===== src/rtl/pipe_ctrl_pkg.sv =====
// Shared types and constants for the WISC pipeline sequencer.
package pipe_ctrl_pkg;

  localparam int unsigned RegW = 3;
  localparam logic [15:0] NopOpcode = 16'h0800;

  typedef enum logic [2:0] {
    StRun     = 3'd0,
    StRawWait = 3'd1,
    StMemWait = 3'd2,
    StDrain   = 3'd3,
    StHalted  = 3'd4
  } state_e;

endpackage


===== src/rtl/wr_scoreboard.sv =====
// Shift chain of in-flight register writes; entry0 is EX, the last entry is the oldest writer.
module wr_scoreboard
  import pipe_ctrl_pkg::*;
#(
  parameter int unsigned Depth = 2
) (
  input  logic            clk,
  input  logic            rst,
  input  logic            i_hold,
  input  logic            i_kill0,
  input  logic            i_load_valid,
  input  logic [RegW-1:0] i_load_reg,
  input  logic [RegW-1:0] i_cmp_a,
  input  logic [RegW-1:0] i_cmp_b,
  output logic            o_hit_a,
  output logic            o_hit_b
);

  logic [Depth-1:0] r_vld;
  logic [RegW-1:0]  r_reg [Depth];

  always_ff @(posedge clk or posedge rst) begin
    if (rst) begin
      r_vld <= '0;
      for (int i = 0; i < int'(Depth); i++) begin
        r_reg[i] <= '0;
      end
    end else if (!i_hold) begin
      r_vld[0] <= i_load_valid & ~i_kill0;
      r_reg[0] <= i_load_reg;
      for (int i = 1; i < int'(Depth); i++) begin
        r_vld[i] <= r_vld[i-1];
        r_reg[i] <= r_reg[i-1];
      end
    end
  end

  always_comb begin
    o_hit_a = 1'b0;
    o_hit_b = 1'b0;
    for (int i = 0; i < int'(Depth); i++) begin
      if (r_vld[i] && (r_reg[i] == i_cmp_a)) o_hit_a = 1'b1;
      if (r_vld[i] && (r_reg[i] == i_cmp_b)) o_hit_b = 1'b1;
    end
  end

endmodule


===== src/rtl/hazard_stall_ctrl.sv =====
// Pipeline sequencer: RAW detection, stall/bubble/flush/freeze arbitration and halt drain.
module hazard_stall_ctrl
  import pipe_ctrl_pkg::*;
#(
  parameter int unsigned SB_DEPTH  = 2,
  parameter int unsigned DRAIN_CYC = 3
) (
  input  logic            clk,
  input  logic            rst,
  input  logic            id_valid,
  input  logic            id_rd1_use,
  input  logic            id_rd2_use,
  input  logic [RegW-1:0] id_rd1,
  input  logic [RegW-1:0] id_rd2,
  input  logic            id_wr_en,
  input  logic [RegW-1:0] id_wr_reg,
  input  logic            id_halt,
  input  logic            br_taken,
  input  logic            imem_stall,
  input  logic            dmem_stall,
  output logic            stall_if,
  output logic            bubble_id,
  output logic            freeze,
  output logic            flush,
  output logic            halted,
  output logic [2:0]      state
);

  localparam int unsigned CntW = $clog2(DRAIN_CYC + 1);

  state_e          r_state;
  state_e          r_resume;
  logic [CntW-1:0] r_cnt;

  logic   w_hit1;
  logic   w_hit2;
  logic   w_raw;
  logic   w_halt_go;
  state_e w_eff;
  logic   w_stall_if;
  logic   w_bubble;
  logic   w_freeze;
  logic   w_flush;

  wr_scoreboard #(
    .Depth (SB_DEPTH)
  ) u_sb (
    .clk          (clk),
    .rst          (rst),
    .i_hold       (w_freeze),
    .i_kill0      (w_flush),
    .i_load_valid (id_valid & id_wr_en & ~w_bubble),
    .i_load_reg   (id_wr_reg),
    .i_cmp_a      (id_rd1),
    .i_cmp_b      (id_rd2),
    .o_hit_a      (w_hit1),
    .o_hit_b      (w_hit2)
  );

  assign w_raw     = id_valid & ((id_rd1_use & w_hit1) | (id_rd2_use & w_hit2));
  assign w_halt_go = id_halt & id_valid & ~w_raw & ~br_taken;
  // On release from a memory stall the pipe behaves as the interrupted state.
  assign w_eff     = (r_state == StMemWait) ? r_resume : r_state;

  always_comb begin
    w_stall_if = 1'b0;
    w_bubble   = 1'b0;
    w_freeze   = 1'b0;
    w_flush    = 1'b0;
    if (r_state == StHalted) begin
      w_stall_if = 1'b1;
      w_freeze   = 1'b1;
    end else if (dmem_stall) begin
      w_freeze = 1'b1;
    end else if (br_taken) begin
      w_flush = 1'b1;
    end else begin
      if (w_raw || imem_stall) begin
        w_stall_if = 1'b1;
        w_bubble   = 1'b1;
      end
      if (w_eff == StDrain) w_stall_if = 1'b1;
    end
  end

  always_ff @(posedge clk or posedge rst) begin
    if (rst) begin
      r_state  <= StRun;
      r_resume <= StRun;
      r_cnt    <= '0;
    end else if (r_state == StHalted) begin
      r_state <= StHalted;
    end else if (dmem_stall) begin
      r_state  <= StMemWait;
      r_resume <= (w_eff == StDrain) ? StDrain : StRun;
    end else if (w_eff == StDrain) begin
      // A taken branch means the halt was fetched down the wrong path.
      if (br_taken) begin
        r_state <= StRun;
        r_cnt   <= '0;
      end else if (r_cnt == CntW'(1)) begin
        r_state <= StHalted;
        r_cnt   <= '0;
      end else begin
        r_state <= StDrain;
        r_cnt   <= r_cnt - 1'b1;
      end
    end else begin
      if (br_taken) begin
        r_state <= StRun;
      end else if (w_raw) begin
        r_state <= StRawWait;
      end else if (w_halt_go) begin
        r_state <= StDrain;
        r_cnt   <= CntW'(DRAIN_CYC);
      end else begin
        r_state <= StRun;
      end
    end
  end

  assign stall_if  = w_stall_if & ~rst;
  assign bubble_id = w_bubble & ~rst;
  assign freeze    = w_freeze & ~rst;
  assign flush     = w_flush & ~rst;
  assign halted    = (r_state == StHalted) & ~rst;
  assign state     = r_state;

endmodule


===== config.mk =====
export PLATFORM = sky130hd
export DESIGN_NAME = hazard_stall_ctrl
export DESIGN_NICKNAME = d
export VERILOG_FILES = /design/src/rtl/pipe_ctrl_pkg.sv /design/src/rtl/wr_scoreboard.sv /design/src/rtl/hazard_stall_ctrl.sv
export SDC_FILE = /design/constraint.sdc
export NUM_CORES = 1
export LEC_CHECK = 0
export ABC_AREA = 1
export CAP_MARGIN = 20
export CORE_MARGIN = 2
export CORE_UTILIZATION = 50
export DETAILED_ROUTE_END_ITERATION = 8
export MAX_ROUTING_LAYER = met4
export PLACE_DENSITY = 0.81
export SYNTH_ARGS = -nofsm -noshare
export SYNTH_HDL_FRONTEND = slang
export SYNTH_SLANG_ARGS = --single-unit

===== constraint.sdc =====
create_clock -name clk -period 3.11 [get_ports clk]
set_input_delay 0.311 -clock clk [delete_from_list [all_inputs] [get_ports clk]]
set_output_delay 0.311 -clock clk [all_outputs]
set_load 0.02 [all_outputs]

==> impl_metrics.csv <==
group,metric,value,unit
power_and_ir_drop,switching_power,0.222,mW
grt,grt_max_degree,16,
logic_synthesis,synth.avg_cell_area,6.21,um^2
layout,layout_common_cells,"nand2_1 (61), clkdlybuf4s50_1 (26), inv_1 (23)",
worst_setup_path,cp_cell_sequence,"clkdlybuf4s50_1 > inv_1 > nand2_1 > nand2_1 > nor2_1 > nand2_1 > nand2_1 > nand2_1 > nand2_2 > nand2_2 > nand2_2 > and3_1 > clkdlybuf4s50_1",
detailed_routing,drt_iter0_drc,48,
logic_synthesis,ys_warn_count,0,
worst_setup_path,crit_top_cell,"nand2_1",
sta,layout_worst_path_cycle_share,83.5,%
layout,areaGrowthSynthToFinish,35.8,%
floorplan,die_h,47.5,um
sta,finalClockSkew,0.00308,ns
clock_network,h-tree-depth,1,
worst_setup_path,start_kind,"primary input",
power_and_ir_drop,power_frac_clock,24.3,%
logic_synthesis,syn-cell-area,945,um^2
worst_setup_path,path_delay_family,"buffers and inverters",
clock_network,root_buffer,"clkbuf_4",
logic_synthesis,ys_seq_elements,14,
floorplan,die_x,47.5,um
floorplan,pin_count,27,
power_and_ir_drop,p_int,0.375,mW
floorplan,coreArea,0.00175,mm^2
logic_synthesis,synth_nets,172,
power_and_ir_drop,vdd_drop_max,354,uV
detailed_routing,antenna_left,0,
detailed_routing,viasPerCell,5.00,
logic_synthesis,synth_largest_area_cell,"dfrtp_1",
placement,hpwlAfterDp,1940,um
worst_setup_path,cp.arrival,2.29,ns
outcome,status,"finished, final reports clean",
sta,max_freq,0.385,GHz
floorplan,fp-row-count,15,
clock_network,ctsHoldBuffers,0,
clock_network,ctsResizeCount,0,
placement,gp_congestion,0.806,
detailed_routing,routed_wl,2530,um
logic_synthesis,syn_inst,152,
sta,setup_violations,0,
clock_network,cts_tree,"done",
detailed_routing,drcViolationCount,0,
detailed_routing,first_pass_iters,4,
worst_setup_path,slowest_stage,"clkdlybuf4s50_1",
worst_setup_path,worstPathMaxFanout,4,
grt,grt_pass1_wl,3870,um
sta,period_needed,2.60,ns
grt,grt_pass1_vias,932,
clock_network,postCtsSetupRepairBufs,0,
placement,port_buffers,26,
grt,grt-ovfl-total,0,
job,drv_cap,0,
grt,grt_antenna_before_repair,0,
worst_setup_path,critPathMaxStageDelay,0.59,ns
sta,slew_viol_final,0,
clock_network,cts.sinks,14,
layout,final_common_cell,"nand2_1",
sta,tightest_slew,0.291,ns
power_and_ir_drop,power.total,0.596,mW
clock_network,insertion_delay,0.30,ns
floorplan,initial_core_util,54.1,%
logic_synthesis,synth_top_area_share,37.1,%
detailed_routing,route.vias.total,1041,
layout,n_antenna_cell,0,
logic_synthesis,synth.distinct_cells,20,
power_and_ir_drop,power_leakage,0.662,nW
layout,drive_gt1_share,8.74,%
worst_setup_path,cp.required,2.80,ns
grt,grt_usage,25.3,%
clock_network,clk_pin_slew,0.10,ns
layout,post-route-util,73.5,%
layout,fin_nets,204,
floorplan,die_area,0.00225,mm^2
logic_synthesis,yosysSeqAreaShare,37.1,%
placement,dp_cells,204,
worst_setup_path,path_class,"in2out",
sta,maxSlewHeadroom,80.5,%
power_and_ir_drop,swShare,37.2,%
clock_network,cts_buffers,3,
power_and_ir_drop,share_comb_of_total_power,35.4,%
layout,largest_register_ffs,6,
logic_synthesis,synth.area.top_cells,"dfrtp_1 (37%), nand2_1 (24%), inv_1 (9.1%)",
worst_setup_path,crit_path_start,"id_rd2[1]",
sta,rsz0062_at_grt,"false",
min_path,min_path_type,"in2async",
detailed_routing,wl_per_cell,12.2,um
sta,hold_viol,0,
sta,setup_tns,0,ns
worst_setup_path,path_buf_inv,3,
power_and_ir_drop,p_per_area,465,mW/mm^2
power_and_ir_drop,pwr-share-seq,40.3,%
clock_network,clk_path_buf_depth,2,
layout,layout.cells.non_filler,208,
worst_setup_path,endpoint_kind,"output port",
worst_setup_path,r2r-start,"u_sb.r_reg[3]$_DFFE_PP0P_",
## layer usage
metal	wire length, um	GRT usage, %
met5	0	-
met4	33	8.33
met3	146	2.26
met2	1280	44.9
met1	1070	29.9
## area by class of cell
class                      count  area [um^2]
clock buffer                   4         36.3
tap                           25         31.3
inverter                      26         97.6
multi-input combinational    111          492
fill                         156          463
sequential                    14          350
timing repair buffer          28          275
## cells in the mapped netlist
library cell	instances
nand2_1	61
inv_1	23
nor2_1	18
dfrtp_1	14
o21ai_0	9
nand3_1	7
inv_2	3
nand2_2	3
a21oi_1	2
nor2_2	2
a21oi_2	1
a31oi_1	1
and3_1	1
buf_2	1
ha_1	1
nor3_1	1
nor3_4	1
o21ai_1	1
o22ai_1	1
o31ai_1	1
## final timing paths
path | endpoint | slack (ns) | cells after the start
setup / recovery | bubble_id | 0.51 | 13
hold / removal | state[2]$_DFF_PP0_ | 0.43 | 3
setup reg to reg | r_cnt[0]$_DFFE_PP0P_ | 1.69 | 13
hold reg to reg | r_cnt[1]$_DFFE_PP0P_ | 0.52 | 2
max in group asynchronous | u_sb.r_reg[1]$_DFFE_PP0P_ | 2.50 | 3
min in group clk | r_cnt[1]$_DFFE_PP0P_ | 0.52 | 2
## worst min-delay path: stages
cell             delay (ns)
clkdlybuf4s50_1        0.49
inv_1                  0.08
buf_4                  0.23
## logic make-up (layout without fill, tap and decap cells)
logic type	count (synthesis)	after routing	synth area share (%)
flops	14	14	37.1
compound gates	16	16	9.40
simple gates	94	94	41.3
buf+inv	27	58	10.9
fa+ha+maj	1	1	1.32
## metrics by stage
stage / instance area (um^2) / hold slack (ns) / worst slack (ns)
after detailed placement: 1250 / 0.495 / 0.538
after global placement: 1250 / 0.496 / 0.601
after CTS: 1280 / 0.446 / 0.508
after floorplan: 945 / 0.205 / 1.32
after global routing: 1280 / 0.485 / 0.378
final: 1280 / 0.427 / 0.512
## power by group through the flow
stage	clock [mW]	sequential, mW	combinational [mW]
after global routing	0.150	0.244	0.237
after detailed placement	0	0.244	0.210
after floorplan	0	0.244	0.125
after global placement	0	0.243	0.197
final	0.145	0.240	0.211
after CTS	0.143	0.240	0.213
(Power assumes the default switching activity.)
